`src/rtl/and4_pkg.sv`:
```
// Shared definitions for the and4 arbiter: state encoding, default widths
// and the rotating-priority pick used by round-robin arbiters.
package and4_pkg;

    localparam int AND_W = 4;
    localparam int N_REQ = 4;
    localparam int MAX_N = 32;

    typedef enum logic {
        IDLE = 1'b0,
        EXEC = 1'b1
    } state_t;

    // Returns the first set bit of req at or above ptr, wrapping at n-1;
    // callers only use the result when req has at least one bit set.
    function automatic int rr_pick(input logic [MAX_N-1:0] req, input int ptr, input int n);
        int   pick;
        int   idx;
        logic found;
        pick  = 0;
        found = 1'b0;
        for (int i = 0; i < MAX_N; i++) begin
            idx = ptr + i;
            if (idx >= n) idx = idx - n;
            if (i < n && !found && req[idx[4:0]]) begin
                pick  = idx;
                found = 1'b1;
            end
        end
        return pick;
    endfunction

endpackage

```
`src/rtl/and4.sv`:
```
// Shared bitwise-AND datapath; a single combinational stage.
module and4
    import and4_pkg::*;
#(
    parameter int W = AND_W
) (
    input  logic [W-1:0] a,
    input  logic [W-1:0] b,
    output logic [W-1:0] y
);

    assign y = a & b;

endmodule

```
`src/rtl/and4_arbiter.sv`:
```
// Round-robin arbiter that time-shares one and4 datapath between N requesters,
// returning each registered result tagged with its requester index.
module and4_arbiter
    import and4_pkg::*;
#(
    parameter int N = N_REQ,
    parameter int W = AND_W
) (
    input  logic                 clk,
    input  logic                 rst,
    input  logic [N-1:0]         req,
    input  logic [N*W-1:0]       a_flat,
    input  logic [N*W-1:0]       b_flat,
    output logic [N-1:0]         gnt,
    output logic                 busy,
    output logic                 rsp_valid,
    output logic [$clog2(N)-1:0] rsp_id,
    output logic [W-1:0]         rsp_y
);

    localparam int IW = $clog2(N);

    state_t            state;
    state_t            state_next;
    logic [IW-1:0]     ptr;
    logic [IW-1:0]     id_q;
    logic [IW-1:0]     winner;
    logic [W-1:0]      a_q;
    logic [W-1:0]      b_q;
    logic [W-1:0]      and_y;
    logic [MAX_N-1:0]  req_ext;

    and4 #(.W(W)) u_and4 (
        .a (a_q),
        .b (b_q),
        .y (and_y)
    );

    always_comb begin
        req_ext        = '0;
        req_ext[N-1:0] = req;
        winner         = IW'(rr_pick(req_ext, int'(ptr), N));
    end

    always_ff @(posedge clk) begin
        if (rst) state <= IDLE;
        else     state <= state_next;
    end

    always_comb begin
        state_next = state;
        case (state)
            IDLE:    if (|req) state_next = EXEC;
            EXEC:    state_next = IDLE;
            default: state_next = IDLE;
        endcase
    end

    assign busy = (state == EXEC);

    // Requests are ignored while EXEC so operands are only ever sampled
    // at the IDLE capture edge.
    always_ff @(posedge clk) begin
        if (rst) begin
            ptr       <= '0;
            id_q      <= '0;
            a_q       <= '0;
            b_q       <= '0;
            gnt       <= '0;
            rsp_valid <= 1'b0;
            rsp_id    <= '0;
            rsp_y     <= '0;
        end else begin
            rsp_valid <= 1'b0;
            case (state)
                IDLE: begin
                    if (|req) begin
                        a_q  <= a_flat[winner*W +: W];
                        b_q  <= b_flat[winner*W +: W];
                        gnt  <= {{(N-1){1'b0}}, 1'b1} << winner;
                        id_q <= winner;
                        ptr  <= (winner == IW'(N-1)) ? '0 : winner + IW'(1);
                    end
                end
                EXEC: begin
                    rsp_y     <= and_y;
                    rsp_id    <= id_q;
                    rsp_valid <= 1'b1;
                    gnt       <= '0;
                end
                default: gnt <= '0;
            endcase
        end
    end

endmodule

```
`config.mk`:
```
export PLATFORM = sky130hd
export DESIGN_NAME = and4_arbiter
export DESIGN_NICKNAME = d
export VERILOG_FILES = /design/src/rtl/and4_pkg.sv /design/src/rtl/and4.sv /design/src/rtl/and4_arbiter.sv
export SDC_FILE = /design/constraint.sdc
export NUM_CORES = 1
export LEC_CHECK = 0
export ABC_CLOCK_PERIOD_IN_PS = 2300
export CAP_MARGIN = 25
export CORE_MARGIN = 2
export CORE_UTILIZATION = 42
export CTS_BUF_LIST = sky130_fd_sc_hd__clkbuf_8
export CTS_CLUSTER_SIZE = 16
export DETAILED_ROUTE_END_ITERATION = 6
export GPL_TIMING_DRIVEN = 0
export PLACE_DENSITY = 0.88
export SLEW_MARGIN = 20
export SYNTH_ARGS = -nofsm -noshare
export SYNTH_HDL_FRONTEND = slang
export SYNTH_SLANG_ARGS = --single-unit
export TNS_END_PERCENT = 1
```
`constraint.sdc`:
```
create_clock -name clk -period 2.3 [get_ports clk]
set_input_delay 0.345 -clock clk [delete_from_list [all_inputs] [get_ports clk]]
set_output_delay 0.345 -clock clk [all_outputs]
set_load 0.03 [all_outputs]
```
==> reports/metrics.csv <==
metric,value,unit
outcome,finished clean,
synthCells,140,
skew,1.34,ps
max_stage_delay,370,ps
drc,0,
synth_top_cell_by_area,dfxtp_1,
crit_family,simple AND/OR/NAND/NOR gates,
p_per_area,1080,nW/µm²
synthToLayoutAreaGrowth,56.5,%
rows,21,
clock_latency,260,ps
worstHoldEndpoint,gnt[0],
rr_worst_depth,11,
portBuffers,49,
dpl_cell_area,1960,µm²
gp_congestion,0.795,
wl,3.35,mm
crit_fanout,5,
crit_slowest_cell,dfxtp_4,
io_pins,50,
whs_path_depth,2,
num_vias,1285,
critPathLaunchType,flip-flop,
wire_per_inst,13.3,µm
crit_path_frequent_cell,nor2_1,
syn_area_per_cell,10.1,µm²
final_core_util,0.671,
nFillCells,260,
postLayoutCellArea,2200,µm²
cp_data_required_time,2500,ps
cts_tree,yes,
yosysUniqueCellTypes,36,
max_cap_viol_count,0,
hp-start,gnt[0],
cts-root-buf,clkbuf_8,
gr-usage-met1,0.212,
endpoint_kind,flip-flop,
met2_usage,0.355,
reg2reg_setup_slack,160,ps
critical_path_class,flip-flop to flip-flop,
synth_nets,183,
nNetsFinal,250,
postRouteAntennaNets,0,
post-route-period-util,0.930,
die_w,61.9,µm
grt_start_max_net_pins,14,
drtIter0Drc,34,
cp.depth,11,
hold_viol,0,
grt_pass1_vias,1262,
dp_cells,235,
yosysMostFrequentCell,dfxtp_1,
final_layout_size_suffix_gt1_frac,0.228,
grt_use_total,0.186,
cts_num_sinks,24,
numCtsBuffers,3,
worst_pin_slew,521,ps
drtPass1Iterations,4,
fmax,468,MHz
period_minus_slack,2140,ps
netlist.area_leader.share,0.341,
vdd_drop_max,0.557,mV
hold_path_class,flip-flop to flip-flop,
dieArea,3830,µm²
synth-edff-count,0,
use_met3,0.0269,
top_usage_layer,met2,
grt_first_pass_wirelength,5.36,mm
async_reset_ff_frac,0,
clock_path_buffers,2,
multi_input_area,916,µm²
ctsHoldBuffers,0,
cp_data_arrival_time,2330,ps
slew_headroom,0.653,
ys_top_cells_by_count,"dfxtp_1, mux2i_1, nor2_1, nand3b_1, a21oi_1",
clk_pin_slew_worst_paths,80,ps
critical_path.reg2reg.endpoint,ptr[0],
ys_ff_latch,24,
vias_per_cell,5.10,
worstPathCellList,buf_8 -> buf_4 -> mux2i_1 -> nor3b_4 -> nand2b_1 -> a221oi_4 -> inv_2 -> ha_1 -> nor2_1 -> a22oi_1 -> nor2_1,
core_region_area,3280,µm²
p_leak,0.913,nW
grt_antenna_before_repair,0,
synth_area_leaders,"dfxtp_1, mux2i_1, nand3b_1",
diodes,0,
synth_flop_cell,dfxtp_1,
syn_area,1410,µm²
layoutNonFillerInstCount,252,
htree_levels,1,
die_y,61.9,µm
dp.final_hpwl,2.33,mm
ys_seq_area_frac,0.341,
finalSetupViolations,0,
yosysWarnings,0,
r2r-start,ptr[0],
gr-total-overflow,0,
start_util,0.429,
seq_area,485,µm²
critPathBufInv,3,
drv_slew,0,
-- final cells by class --
type,instances,area share
multi-input combinational,104,0.415
timing repair buffer,62,0.279
sequential,24,0.220
buffer,8,0.0272
tap,46,0.0261
clock buffer,4,0.0250
inverter,4,0.00681
-- worst register-to-register path, cell delays in order (launching register included) --
cell and delay, ps:
dfxtp_4 370, buf_8 110, buf_4 130, mux2i_1 280
nor3b_4 90, nand2b_1 210, a221oi_4 330, inv_2 70
ha_1 200, nor2_1 110, a22oi_1 70, nor2_1 100
-- what timing repair did --
item / in CTS / in global routing
buffers inserted: 3 / 9
gates resized for setup: 8 / 11
endpoints found under the setup margin: 13 / 13
pin swaps: 4 / 5
gates cloned: 0 / 1
-- report_power, final --
| part | total [mW] | switching (mW) | internal (mW) |
|---|---|---|---|
| clock | 0.281 | 0.129 | 0.153 |
| sequential | 0.610 | 0.0720 | 0.538 |
| combinational | 1.49 | 0.679 | 0.811 |
-- how the worst max path moves through the flow --
stage	startpoint	endpoint	slack [ps]
3_5_place_dp	req[0]	ptr[0]	-230
6_report	ptr[0]	ptr[0]	160
2_1_floorplan	ptr[0]	ptr[0]	60
3_3_place_gp	req[0]	ptr[1]	-200
5_1_grt	ptr[1]	ptr[0]	-2
4_1_cts	ptr[0]	ptr[0]	10
-- registers in the layout (all words and copies together) (netlist names) --
| signal | count |
|---|---|
| ptr | 2 |
| rsp_valid | 1 |
| gnt | 4 |
| b_q | 4 |
| rsp_y | 4 |
| rsp_id | 2 |
| id_q | 2 |
| a_q | 4 |
| busy | 1 |
-- metal layers --
layer / part of all wire / routed length, µm
met1: 0.40 / 1360
met5: 0 / 0
met2: 0.53 / 1790
met3: 0.047 / 156
met4: 0.015 / 50
-- per-stage QoR --
step / setup WS (ps) / TNS (ps) / hold WS (ps) / power [mW]
2_1_floorplan: 59.2 / 0 / 448 / 1.46
3_3_place_gp: -200 / -1920 / 455 / 1.71
3_5_place_dp: -235 / -1530 / 461 / 1.73
4_1_cts: 13.2 / 0 / 473 / 2.14
5_1_grt: -2.27 / -2.27 / 492 / 2.54
6_report: 162 / 0 / 470 / 2.38
-- kinds of logic after synthesis --
group	after synthesis	share of synthesized area
and+or+nand+nor	47	0.202
adders and majority gates	5	0.0444
muxes	24	0.175
DFF	24	0.341
AOI/OAI and AO/OA	28	0.190
buffers and inverters	12	0.0479
-- cell usage in the layout (no fill, tap or decap), drive strengths merged, types with 2 or more instances in the layout --
cell	instances
o221ai	8
mux2	2
buf	16
clkbuf	9
a21oi	7
clkdlybuf4s50	45
inv	4
nor2	10
dfxtp	24
nand2b	6
ha	5
o21ai	3
nand3b	9
nor2b	2
nor3	3
nand2	7
dlymetal6s2s	4
mux2i	22
a211oi	4
nand3	6
a22oi	2
Power figures use the tool's default switching activity.
